`src/rtl/avg_pkg.sv`:
```
// Shared types for the sample collector and the average_calculator datapath.
// Sample width, group size and the quad record used by wrappers and benches.
package avg_pkg;

  localparam int DATA_W = 8;
  localparam int QUAD_N = 4;

  typedef logic [DATA_W-1:0] sample_t;

  typedef struct packed {
    sample_t a;
    sample_t b;
    sample_t c;
    sample_t d;
  } quad_t;

  // Fill index of the collect buffer; FILL3 means the next sample completes a quad.
  typedef enum logic [1:0] {
    FILL0 = 2'd0,
    FILL1 = 2'd1,
    FILL2 = 2'd2,
    FILL3 = 2'd3
  } fill_state_t;

  function automatic fill_state_t next_fill(input fill_state_t s);
    return fill_state_t'(s + 2'd1);
  endfunction

endpackage

```
`src/rtl/sample_quad_collector_quad_out_reg.sv`:
```
// Valid/ready output register for one quad plus the handoff counter.
// A new quad may be loaded in the same cycle the held one is taken.
module quad_out_reg
  import avg_pkg::*;
#(
  parameter int DATA_W = 8,
  parameter int CNT_W  = 16
) (
  input  logic              clk,
  input  logic              rst_n,
  input  logic              load,
  input  logic [DATA_W-1:0] load_data [QUAD_N],
  input  logic              out_ready,
  output logic              out_free,
  output logic              out_valid,
  output logic [DATA_W-1:0] out_a,
  output logic [DATA_W-1:0] out_b,
  output logic [DATA_W-1:0] out_c,
  output logic [DATA_W-1:0] out_d,
  output logic [CNT_W-1:0]  group_cnt
);

  logic              valid_reg;
  logic [DATA_W-1:0] data_reg [QUAD_N];
  logic [CNT_W-1:0]  cnt_reg;
  logic              handoff;

  assign handoff  = valid_reg && out_ready;
  assign out_free = !valid_reg || out_ready;

  always_ff @(posedge clk or negedge rst_n) begin
    if (!rst_n) begin
      valid_reg <= 1'b0;
    end else if (load) begin
      valid_reg <= 1'b1;
    end else if (handoff) begin
      valid_reg <= 1'b0;
    end
  end

  // The collector only loads when out_free, so the held quad is never overwritten.
  for (genvar gi = 0; gi < QUAD_N; gi++) begin : g_field
    always_ff @(posedge clk or negedge rst_n) begin
      if (!rst_n) begin
        data_reg[gi] <= '0;
      end else if (load) begin
        data_reg[gi] <= load_data[gi];
      end
    end
  end

  always_ff @(posedge clk or negedge rst_n) begin
    if (!rst_n) begin
      cnt_reg <= '0;
    end else if (handoff) begin
      cnt_reg <= cnt_reg + {{(CNT_W-1){1'b0}}, 1'b1};
    end
  end

  assign out_valid = valid_reg;
  assign out_a     = data_reg[0];
  assign out_b     = data_reg[1];
  assign out_c     = data_reg[2];
  assign out_d     = data_reg[3];
  assign group_cnt = cnt_reg;

endmodule

```
`src/rtl/sample_quad_collector.sv`:
```
// Groups a serial sample stream into quads for the averager.
// Three collect slots fill while the output register waits for its consumer.
module sample_quad_collector
  import avg_pkg::*;
#(
  parameter int DATA_W = 8,
  parameter int CNT_W  = 16
) (
  input  logic              clk,
  input  logic              rst_n,
  input  logic              in_valid,
  output logic              in_ready,
  input  logic [DATA_W-1:0] in_data,
  input  logic              in_flush,
  output logic              out_valid,
  input  logic              out_ready,
  output logic [DATA_W-1:0] out_a,
  output logic [DATA_W-1:0] out_b,
  output logic [DATA_W-1:0] out_c,
  output logic [DATA_W-1:0] out_d,
  output logic [CNT_W-1:0]  group_cnt
);

  fill_state_t       state_reg;
  fill_state_t       state_next;
  logic [DATA_W-1:0] slot_reg [QUAD_N-1];
  logic [DATA_W-1:0] load_data [QUAD_N];
  logic              out_free;
  logic              in_fire;
  logic              keep;
  logic              launch;

  assign in_ready = (state_reg != FILL3) || out_free;
  assign in_fire  = in_valid && in_ready;
  // A sample accepted while flushing is dropped along with the partial group.
  assign keep     = in_fire && !in_flush;
  assign launch   = keep && (state_reg == FILL3);

  always_ff @(posedge clk or negedge rst_n) begin
    if (!rst_n) begin
      state_reg <= FILL0;
    end else begin
      state_reg <= state_next;
    end
  end

  always_comb begin
    state_next = state_reg;
    if (in_flush) begin
      state_next = FILL0;
    end else if (in_fire) begin
      state_next = next_fill(state_reg);
    end
  end

  for (genvar gi = 0; gi < QUAD_N - 1; gi++) begin : g_slot
    always_ff @(posedge clk or negedge rst_n) begin
      if (!rst_n) begin
        slot_reg[gi] <= '0;
      end else if (keep && (state_reg == fill_state_t'(2'(gi)))) begin
        slot_reg[gi] <= in_data;
      end
    end
    assign load_data[gi] = slot_reg[gi];
  end

  // The newest sample bypasses the slots straight into the output register.
  assign load_data[QUAD_N-1] = in_data;

  quad_out_reg #(
    .DATA_W (DATA_W),
    .CNT_W  (CNT_W)
  ) u_out (
    .clk       (clk),
    .rst_n     (rst_n),
    .load      (launch),
    .load_data (load_data),
    .out_ready (out_ready),
    .out_free  (out_free),
    .out_valid (out_valid),
    .out_a     (out_a),
    .out_b     (out_b),
    .out_c     (out_c),
    .out_d     (out_d),
    .group_cnt (group_cnt)
  );

endmodule

```
`config.mk`:
```
export PLATFORM = sky130hd
export DESIGN_NAME = sample_quad_collector
export DESIGN_NICKNAME = d
export VERILOG_FILES = /design/src/rtl/avg_pkg.sv /design/src/rtl/sample_quad_collector_quad_out_reg.sv /design/src/rtl/sample_quad_collector.sv
export SDC_FILE = /design/constraint.sdc
export NUM_CORES = 1
export LEC_CHECK = 0
export ABC_AREA = 1
export CORE_ASPECT_RATIO = 1.1
export CORE_MARGIN = 3
export CORE_UTILIZATION = 55
export DETAILED_ROUTE_END_ITERATION = 12
export GPL_TIMING_DRIVEN = 0
export PLACE_DENSITY = 0.84
export SLEW_MARGIN = 20
export SYNTH_ARGS = -nofsm -noshare
export SYNTH_HDL_FRONTEND = slang
export SYNTH_SLANG_ARGS = --single-unit
```
`constraint.sdc`:
```
create_clock -name clk -period 2.85 [get_ports clk]
set_input_delay 0.57 -clock clk [delete_from_list [all_inputs] [get_ports clk]]
set_output_delay 0.57 -clock clk [all_outputs]
set_load 0.02 [all_outputs]
```
==> flow_metrics.tcl <==
set metrics [dict create \
    fillers 389 \
    clock-sinks 75 \
    drv_slew 0 \
    gp_congestion 0.778 \
    rsz0062_at_grt "false" \
    drt-pass1-iter-count 4 \
    synth_fa_ha_area_frac 0.0191 \
    irDropWorstVdd_mv 0.431 \
    insertedDiodeCount 0 \
    synthXorXnorAreaFrac 0.0268 \
    cts_hold_buf 0 \
    grt_usage 0.222 \
    synth_compound_area_frac 0.0735 \
    grt_first_pass_wirelength_um 11700 \
    drc 0 \
    swShare 0.277 \
    yosys.area.top_type_share 0.574 \
    critical_path.max_fanout 2 \
    power_frac_comb 0.184 \
    cp_data_required_time_ns 2.28 \
    multi_input_area_um2 1160 \
    io_pins 63 \
    synth_area_leader_cell "dfrtp_1" \
    finalCriticalPeriod_ns 2.40 \
    die_w_um 79.5 \
    async_reset_ff_frac 1.00 \
    max_freq_mhz 417 \
    grt_pass1_vias 2538 \
    fin_nets 431 \
    preCtsSetupSlack_ns 0.447 \
    largest_reg_flops 24 \
    r2r_slack_ns 1.18 \
    synth_edf_count 0 \
    worst_pin_slew_ns 0.460 \
    drt_iter0_markers 158 \
    yosys-top-cells-area "dfrtp_1 57%, nand2_1 13%, nand3_1 4.6%" \
    htree_num_levels 3 \
    cts_buffers 9 \
    synth_area_um2 3270 \
    antenna_found_initial 0 \
    dominantRegCellSynth "dfrtp_1" \
    cts-resized-gates 0 \
    power.switching_mw 0.799 \
    reg2reg_from "state_reg[0]$_DFFE_PN0P_" \
    hold_viol_final 0 \
    syn_avg_cell_area_um2 9.64 \
    r2r_cells 9 \
    vias 2534 \
    fin_skew_ns 0.00379 \
    drtAntennaViolNets 0 \
    die_area_um2 6900 \
    synthToLayoutAreaGrowth_pct 30.3 \
    viasPerCell 5.14 \
    drv_cap 0 \
    ys_seq_area_frac 0.574 \
    cts.clk_slew.worst_paths_ns 0.08 \
    grt-ovfl-total 0 \
    routed_wl_um 6930 \
    synthCells 339 \
    setup_ws_ns 0.452 \
    r2r-end "u_out.out_a[2]$_DFFE_PN0P_" \
    status "finished clean" \
    wl_per_cell_um 14.1 \
    intPower_mw 2.08 \
    final-seq-area_um2 1880 \
    ys_warn_count 0 \
    synth_top_family_by_area "simple AND/OR/NAND/NOR gates" \
    pwr-share-clk 0.351 \
    period_share 0.841 \
    drive_gt1_frac 0.134 \
    ys_ff_latch 75 \
    crit_start "out_ready" \
    rows 28 \
    critical_path_class "primary input to output pin" \
    netlist-cell-type-count 25 \
    slew_headroom 0.694 \
    synth.area.mux_share 0 \
    end_kind "output pin" \
    die_h_um 86.8 \
    design_area_um2 4260 \
    final_cells 493 \
    p_leak_nw 2.10 \
    synthTopCellsByCount "114 x nand2_1, 75 x dfrtp_1, 30 x nand3_1" \
    cts_setup_buffers 0 \
    start_util 0.586 \
    critPathLaunchType "primary input" \
    synth_fp_nets 357 \
    hold_class "primary input to async pin" \
    io_buffers 62 \
    dp_cells 477 \
    power.density_nw_per_um2 677 \
    pwr-share-seq 0.466 \
    yosys.area_share.simple 0.236 \
    clock_latency_ns 0.34 \
    yosysMostFrequentCell "nand2_1" \
    max-clock-path-buffers 2 \
    core-area_um2 5570 \
    cts_tree "yes" \
    dp_hpwl_um 4960 \
    grt_max_degree 60 \
    clockRootBuffer "clkbuf_8" \
    cp.arrival_ns 1.83 \
    setup_viol 0 \
    place_area_um2 4010 \
]
==> per-stage QoR <==
stage | utilization | power [mW] | hold WS (ns) | TNS [ns]
floorplan | - | 1.63 | 0.274 | 0
global placement | 0.715 | 1.86 | 0.458 | -94.47
detailed placement | 0.719 | 1.89 | 0.451 | 0
CTS | 0.764 | 2.90 | 0.0745 | 0
global route | 0.764 | 3.02 | 0.0808 | 0
finish | 0.764 | 2.88 | 0.0831 | 0
==> power groups by stage <==
| stage | logic, mW | clock network (mW) | registers [mW] |
|---|---|---|---|
| final | 0.529 | 1.01 | 1.34 |
| after global routing | 0.585 | 1.08 | 1.36 |
| after CTS | 0.540 | 1.02 | 1.34 |
| after detailed placement | 0.536 | 0 | 1.36 |
| after global placement | 0.511 | 0 | 1.35 |
| after floorplan | 0.199 | 0 | 1.43 |
==> layer usage <==
metal,GRT usage,vias up,part of all wire
li1,-,1216,-
met4,0.102,0,0.025
met2,0.377,72,0.52
met1,0.270,1229,0.42
met3,0.0468,17,0.041
met5,0,-,0
==> layout make-up <==
cell class / instances / area share
Clock buffer: 10 / 0.0323
Multi-Input combinational cell: 223 / 0.273
Tap cell: 75 / 0.0221
Timing Repair Buffer: 63 / 0.152
Inverter: 28 / 0.0247
Sequential cell: 75 / 0.441
Clock inverter: 6 / 0.0262
Buffer: 13 / 0.0291
==> worst max-delay path by stage <==
| stage | to | cells after the start | slack, ns |
|---|---|---|---|
| after floorplan | load_data[29]$_DFFE_PN0P_ | 10 | 1.25 |
| after global placement | u_out.out_a[7]$_DFFE_PN0P_ | 1 | -1.26 |
| after detailed placement | in_ready | 4 | 0.45 |
| after CTS | in_ready | 4 | 0.44 |
| after global routing | in_ready | 4 | 0.40 |
| final | in_ready | 4 | 0.45 |
==> critical path, cell delays in order <==
cell and delay (ns):
clkdlybuf4s50_1 0.49, inv_1 0.09, nand3_4 0.08, clkdlybuf4s50_1 0.60
==> logic make-up (layout without fill, tap and decap cells) <==
family                   Yosys count  count (layout)
AND/OR/NAND/NOR                  172             172
AO/OA/AOI/OAI                     36              36
XOR/XNOR                          10              10
buffers and inverters             41             120
adder cells (fa/ha/maj)            5               5
flip-flops                        75              75
==> layout by cell type, fill, tap and decap left out, drive strengths merged, types with 6 or more instances in the layout <==
master	instances
nand2	122
dfrtp	75
clkdlybuf4s50	61
o21ai	36
nand3	31
inv	29
nor2	14
buf	13
clkbuf	12
xor2	6
No activity file was read; power rests on OpenSTA's default activity.
